==> config.mk <==
export PLATFORM = sky130hd
export DESIGN_NAME = store_buffer
export DESIGN_NICKNAME = d
export VERILOG_FILES = /design/src/rtl/store_buffer.sv
export SDC_FILE = /design/constraint.sdc
export NUM_CORES = 1
export LEC_CHECK = 0
export CAP_MARGIN = 20
export CORE_MARGIN = 4
export CORE_UTILIZATION = 56
export DETAILED_ROUTE_END_ITERATION = 8
export HOLD_SLACK_MARGIN = 0.08
export PLACE_DENSITY = 0.84
export SETUP_SLACK_MARGIN = 0.05
export SLEW_MARGIN = 10
export SYNTH_ARGS = -nofsm -noshare
export SYNTH_HDL_FRONTEND = slang
export SYNTH_SLANG_ARGS = --single-unit
==> constraint.sdc <==
create_clock -name clk -period 2.7 [get_ports clk]
set_input_delay 0.54 -clock clk [delete_from_list [all_inputs] [get_ports clk]]
set_output_delay 0.54 -clock clk [all_outputs]
set_load 0.05 [all_outputs]
==> src/rtl/store_buffer.sv <==
// Store buffer: formats sw/sh/sb into word-aligned byte-enabled writes, queues them and drains over req/ack.
// Optional STORE_MERGE_EN lets a store coalesce into the most recently queued entry.
module store_buffer #(
  parameter int DEPTH = 4
) (
  input  logic                     clk,
  input  logic                     rst_n,
  input  logic                     st_valid,
  input  logic [5:0]               st_op,
  input  logic [31:0]              st_addr,
  input  logic [31:0]              st_data,
  output logic                     st_ready,
  input  logic                     ld_check,
  input  logic [31:0]              ld_addr,
  output logic                     ld_hazard,
  output logic                     mem_req,
  output logic [31:0]              mem_addr,
  output logic [31:0]              mem_wdata,
  output logic [3:0]               mem_be,
  input  logic                     mem_ack,
  output logic [$clog2(DEPTH):0]   count,
  output logic                     err_misalign
);
  // state | meaning
  // IDLE  | no write presented to memory
  // REQ   | head entry presented, waiting for mem_ack
  localparam logic [0:0] S_IDLE = 1'b0;
  localparam logic [0:0] S_REQ  = 1'b1;

  localparam int PW = $clog2(DEPTH);
  localparam int CW = PW + 1;
  localparam logic [CW-1:0] DEPTH_C = CW'(DEPTH);
  localparam logic [CW-1:0] ONE_C   = CW'(1);

  logic [31:0]   addr_q [DEPTH];
  logic [31:0]   data_q [DEPTH];
  logic [3:0]    be_q   [DEPTH];
  logic [DEPTH-1:0] vld_q;
  logic [PW-1:0] head, tail;
  logic [0:0]    state;

  logic        op_sw, op_sh, op_sb, is_store, misalign, push_req;
  logic [3:0]  fmt_be;
  logic [31:0] fmt_data;
  logic        full, merge_hit, do_alloc, do_pop;
  logic        unused_ld_lsb;

  always_comb begin
    op_sw    = (st_op == 6'b101011);
    op_sh    = (st_op == 6'b101001);
    op_sb    = (st_op == 6'b101000);
    is_store = op_sw | op_sh | op_sb;
    fmt_be   = 4'b0000;
    fmt_data = 32'h0;
    misalign = 1'b0;
    if (op_sw) begin
      fmt_be   = 4'b1111;
      fmt_data = st_data;
      misalign = (st_addr[1:0] != 2'b00);
    end else if (op_sh) begin
      fmt_be   = st_addr[1] ? 4'b1100 : 4'b0011;
      fmt_data = {st_data[15:0], st_data[15:0]};
      misalign = st_addr[0];
    end else if (op_sb) begin
      fmt_be   = 4'b0001 << st_addr[1:0];
      fmt_data = {4{st_data[7:0]}};
    end
  end

  assign push_req = st_valid && is_store && !misalign;
  assign full     = (count == DEPTH_C);

`ifdef STORE_MERGE_EN
  logic [PW-1:0] last;
  assign last = tail - PW'(1);
  // The entry being presented to memory must not change under the handshake.
  assign merge_hit = push_req && vld_q[last]
                     && (addr_q[last][31:2] == st_addr[31:2])
                     && !((state == S_REQ) && (last == head));
`else
  assign merge_hit = 1'b0;
`endif

  assign st_ready = !full || merge_hit;
  assign do_alloc = push_req && !merge_hit && !full;
  assign do_pop   = (state == S_REQ) && mem_ack;

  assign mem_req   = (state == S_REQ);
  assign mem_addr  = addr_q[head];
  assign mem_wdata = data_q[head];
  assign mem_be    = be_q[head];

  always_comb begin
    ld_hazard = 1'b0;
    for (int i = 0; i < DEPTH; i++) begin
      if (vld_q[i] && (addr_q[i][31:2] == ld_addr[31:2])) ld_hazard = 1'b1;
    end
    ld_hazard = ld_hazard & ld_check;
  end
  assign unused_ld_lsb = ^ld_addr[1:0];

  always_ff @(posedge clk or negedge rst_n) begin
    if (!rst_n) begin
      for (int i = 0; i < DEPTH; i++) begin
        addr_q[i] <= '0;
        data_q[i] <= '0;
        be_q[i]   <= '0;
      end
      vld_q <= '0;
      head  <= '0;
      tail  <= '0;
    end else begin
      if (do_alloc) begin
        addr_q[tail] <= {st_addr[31:2], 2'b00};
        data_q[tail] <= fmt_data;
        be_q[tail]   <= fmt_be;
        vld_q[tail]  <= 1'b1;
        tail         <= tail + PW'(1);
      end
`ifdef STORE_MERGE_EN
      if (merge_hit) begin
        for (int b = 0; b < 4; b++) begin
          if (fmt_be[b]) data_q[last][8*b +: 8] <= fmt_data[8*b +: 8];
        end
        be_q[last] <= be_q[last] | fmt_be;
      end
`endif
      if (do_pop) begin
        vld_q[head] <= 1'b0;
        head        <= head + PW'(1);
      end
    end
  end

  always_ff @(posedge clk or negedge rst_n) begin
    if (!rst_n) begin
      count        <= '0;
      state        <= S_IDLE;
      err_misalign <= 1'b0;
    end else begin
      err_misalign <= st_valid && is_store && misalign;
      case ({do_alloc, do_pop})
        2'b10:   count <= count + ONE_C;
        2'b01:   count <= count - ONE_C;
        default: count <= count;
      endcase
      case (state)
        S_IDLE:  if (count != '0) state <= S_REQ;
        S_REQ:   if (mem_ack && (count <= ONE_C)) state <= S_IDLE;
        default: state <= S_IDLE;
      endcase
    end
  end

endmodule
==> impl_summary.log <==
[metrics] run status: finished with violations
[metrics] failing checks: setup timing
[metrics] final max-slew violation count: 0
[metrics] Clock H-tree levels: 1
[metrics] total negative setup slack: -314 ps
[metrics] class of the tightest hold or removal check: reg -> reg
[metrics] leakage power: 8.73 nW
[metrics] fraction of layout cells with a size suffix above 1: 0.428
[metrics] Critical Path Fanout Max: 3
[metrics] number of synthesized flops with an enable pin: 0
[metrics] number of endpoints failing setup at the final stage: 1
[metrics] area of the core: 0.0252 mm^2
[metrics] predominant post-synthesis flop cell: sky130_fd_sc_hd__dfrtp_1
[metrics] unrepaired setup endpoints after global routing: true
[metrics] data required time at the worst endpoint: 2160 ps
[metrics] die footprint: 0.0282 mm^2
[metrics] final hold vios: 0
[metrics] total vias in the final route: 9,278
[metrics] critical path capture point type: primary output
[metrics] combinational share of power: 0.296
[metrics] total congestion overflow: 0
[metrics] wire length reported by the detailed router: 38,000 um
[metrics] dpl hpwl: 25,200 um
[metrics] total of warnings raised by yosys: 0
[metrics] setup slack after layout: -314 ps
[metrics] cells after synthesis: 1,005
[metrics] Worst EP arrival: 2470 ps
[metrics] combined area of all synthesized cells: 0.0143 mm^2
[metrics] hold path cells: 2
[metrics] clk buf depth: 3
[metrics] pin count of the biggest net entering global routing: 85
[metrics] logic depth of the worst register-to-register path: 8
[metrics] worst reg2reg startpoint: count[0]
[metrics] First-pass DRT Iterations: 5
[metrics] vias in the first global route: 10,200
[metrics] max-cap violation count: 0
[metrics] total power density per cell area: 744 mW/mm^2
[metrics] share of the core filled with cells in the final layout: 0.719
[metrics] beginning of the critical path: addr_q[12]
[metrics] post-route minimum period: 3010 ps
[metrics] worst clock skew: 13.5 ps
[metrics] clock transition at the registers of the reported paths: 60 ps
[metrics] Routed wire per std cell: 24.3 um
[metrics] Clock Power Share: 0.330
[metrics] Switching Fraction: 0.318
[metrics] number of unique standard cell types used by synthesis: 35
[metrics] Initial Util: 0.568
[metrics] CTS root buf: sky130_fd_sc_hd__clkbuf_16
[metrics] register-to-register setup slack: 390 ps
[metrics] pin slew with the least headroom to its limit: 565 ps
[metrics] routed via count divided by cell count: 5.94
[metrics] Port Buffer Count: 177
[metrics] type of the worst setup path: reg -> out
[metrics] IO Count: 182
[metrics] placed standard-cell area: 0.0166 mm^2
[metrics] Switch Pwr: 4.28 mW
[metrics] number of antenna violations at the first check in global routing: 2
[metrics] total placed cells including tap cells: 1,504
[metrics] post-synthesis register bit count: 277
[metrics] Total Nets Final: 1,331
[metrics] IR drop worst, VDD: 0.740 mV
[metrics] number of rows created at floorplan: 58
[metrics] global-route wire length before repair: 58,800 um
[metrics] Layout Area Growth over Synthesis: 26.6%
[metrics] Int Power: 9.19 mW
[metrics] sequential-to-total area share from yosys stat: 0.485
[metrics] maximum clock rate: 0.332 GHz
[metrics] Horiz. Die Dim: 168 um
[metrics] headroom to the max-slew limit: 0.622
[metrics] residual DRC count: 0
[metrics] startpoint of the tightest hold check path: data_q[97]
[metrics] Critical Path Start Type: register
[metrics] violation count after the first detailed-route iteration: 856
[metrics] clock insertion delay at the later pin of the skew report: 540 ps
[metrics] post-placement setup slack: -457 ps
[metrics] part of the total power dissipated in sequential elements: 0.374
[metrics] Post-synth ARST share: 1.00
[metrics] vertical die dimension: 168 um
[metrics] period utilization: 1.12
[metrics] Final Instance Count excl. Fillers: 1,563
[metrics] Power, Total: 13.5 mW
[metrics] worst hold-check slack: 482 ps
[metrics] Sinks on Clock Net: 277
[metrics] overall global routing resource usage: 0.265
[metrics] mean post-synth cell area: 14.2 um^2
[metrics] antenna violation net count after detailed routing: 0
[metrics] TritonCTS clock tree: yes
[metrics] number of buffers created by CTS: 29
[metrics] post-layout instance area: 0.0181 mm^2
[metrics] global placer's final weighted congestion: 0.889
cell type report:
cell class	instances	area, um^2
Sequential cell	277	6940
Timing Repair Buffer	250	2620
Inverter	9	33.8
Clock inverter	14	231
Multi-Input combinational cell	644	7030
Clock buffer	38	840
Fill cell	1532	7070
Tap cell	330	413
Antenna cell	1	2.50
worst paths after layout:
path | to
max | ld_hazard
min | data_q[97]
max reg2reg | be_q[10]
min reg2reg | data_q[97]
max in group asynchronous | addr_q[75]
min in group asynchronous | data_q[69]
cells by family (layout without fill, tap and decap cells):
group / Yosys count / after routing / share of synthesized area
fa+ha+maj: 13 / 13 / 0.0114
xor+xnor: 125 / 125 / 0.0766
mux: 308 / 308 / 0.317
buf+inv: 85 / 311 / 0.0370
flops: 277 / 277 / 0.485
other cells: 1 / 3 / 0.000262
simple gates: 128 / 128 / 0.0461
compound gates: 68 / 68 / 0.0265
Yosys cell counts (5+ instances only):
cell / count / share of area
sky130_fd_sc_hd__clkbuf_1: 30 / 0.0079
sky130_fd_sc_hd__mux4_2: 66 / 0.10
sky130_fd_sc_hd__nand2_1: 46 / 0.012
sky130_fd_sc_hd__xnor2_1: 80 / 0.049
sky130_fd_sc_hd__nor4_1: 16 / 0.0070
sky130_fd_sc_hd__inv_1: 9 / 0.0024
sky130_fd_sc_hd__a21oi_1: 18 / 0.0063
sky130_fd_sc_hd__mux2_4: 88 / 0.092
sky130_fd_sc_hd__buf_2: 28 / 0.0098
sky130_fd_sc_hd__buf_6: 5 / 0.0039
sky130_fd_sc_hd__buf_12: 8 / 0.011
sky130_fd_sc_hd__xor2_1: 45 / 0.028
sky130_fd_sc_hd__nor3b_1: 7 / 0.0037
sky130_fd_sc_hd__a22oi_1: 8 / 0.0042
sky130_fd_sc_hd__dfrtp_1: 277 / 0.48
sky130_fd_sc_hd__ha_1: 13 / 0.011
sky130_fd_sc_hd__nand4_1: 24 / 0.010
sky130_fd_sc_hd__nor2_1: 24 / 0.0063
sky130_fd_sc_hd__o21ai_0: 37 / 0.013
sky130_fd_sc_hd__mux2_2: 152 / 0.12
cell usage in the layout, fill, tap and decap left out, types with 2 or more instances in the layout:
| cell | netlist | routed |
|---|---|---|
| sky130_fd_sc_hd__a21o_1 | 2 | 2 |
| sky130_fd_sc_hd__buf_8 | 0 | 17 |
| sky130_fd_sc_hd__buf_12 | 8 | 22 |
| sky130_fd_sc_hd__nor2b_1 | 2 | 2 |
| sky130_fd_sc_hd__xnor2_2 | 0 | 15 |
| sky130_fd_sc_hd__bufinv_16 | 0 | 6 |
| sky130_fd_sc_hd__xor2_1 | 45 | 45 |
| sky130_fd_sc_hd__mux2_2 | 152 | 152 |
| sky130_fd_sc_hd__nand4_1 | 24 | 24 |
| sky130_fd_sc_hd__ha_1 | 13 | 13 |
| sky130_fd_sc_hd__clkinv_2 | 0 | 4 |
| sky130_fd_sc_hd__a22oi_1 | 8 | 8 |
| sky130_fd_sc_hd__mux2_4 | 88 | 88 |
| sky130_fd_sc_hd__mux4_2 | 66 | 66 |
| sky130_fd_sc_hd__nor4_2 | 0 | 5 |
| sky130_fd_sc_hd__buf_4 | 2 | 82 |
| sky130_fd_sc_hd__nor2_1 | 24 | 24 |
| sky130_fd_sc_hd__nand2_1 | 46 | 44 |
| sky130_fd_sc_hd__clkbuf_8 | 0 | 8 |
| sky130_fd_sc_hd__xnor2_1 | 80 | 64 |
| sky130_fd_sc_hd__inv_1 | 9 | 9 |
| sky130_fd_sc_hd__nand2_4 | 2 | 4 |
| sky130_fd_sc_hd__clkbuf_16 | 0 | 31 |
| sky130_fd_sc_hd__dlygate4sd2_1 | 0 | 26 |
| sky130_fd_sc_hd__clkdlybuf4s50_1 | 0 | 83 |
| sky130_fd_sc_hd__a21oi_1 | 18 | 18 |
| sky130_fd_sc_hd__nor4_1 | 16 | 11 |
| sky130_fd_sc_hd__buf_6 | 5 | 17 |
| sky130_fd_sc_hd__nor3b_1 | 7 | 7 |
| sky130_fd_sc_hd__clkinvlp_4 | 0 | 3 |
| sky130_fd_sc_hd__o21ai_0 | 37 | 37 |
| sky130_fd_sc_hd__mux2i_1 | 2 | 2 |
| sky130_fd_sc_hd__and2_1 | 3 | 3 |
| sky130_fd_sc_hd__dfrtp_1 | 277 | 275 |
| sky130_fd_sc_hd__dfrtp_4 | 0 | 2 |
| sky130_fd_sc_hd__conb_1 | 1 | 2 |
critical path: stages, from the launching register on:
cell	delay, ps
sky130_fd_sc_hd__dfrtp_1	430
sky130_fd_sc_hd__xnor2_1	210
sky130_fd_sc_hd__nand4_1	190
sky130_fd_sc_hd__nor4_2	340
sky130_fd_sc_hd__buf_4	160
sky130_fd_sc_hd__nand4_1	90
sky130_fd_sc_hd__a41oi_2	340
sky130_fd_sc_hd__buf_12	180
power by group through the flow:
stage,Sequential [mW],Clock (mW),Combinational (mW)
after floorplan,4.97,0,2.45
after global placement,5.07,0,3.64
after detailed placement,5.10,0,3.69
after CTS,5.00,4.47,3.86
after global routing,5.09,4.65,4.21
final,5.04,4.44,3.99
per-layer routing:
layer / up-vias / GRT usage / part of all wire
met5: - / 0 / 0.00034
met4: 2 / 0.0865 / 0.035
met3: 81 / 0.0578 / 0.068
met2: 342 / 0.436 / 0.50
met1: 4829 / 0.356 / 0.40
li1: 4024 / - / -
registers in the layout (all words and copies together), names as in the netlist:
signal	flops
count	3
be_q	16
data_q	128
err_misalign	1
addr_q	120
mem_req	1
vld_q	4
tail	2
head	2
timing repair:
item,in CTS,in global routing
pin swaps,15,4
resized for setup,49,49
buffers inserted,3,0
setup endpoints to repair,58,5
endpoints found under the hold margin,50,0
gates cloned,0,2
hold buffers,1,0
Note: power is estimated with default switching activity, not from simulation.
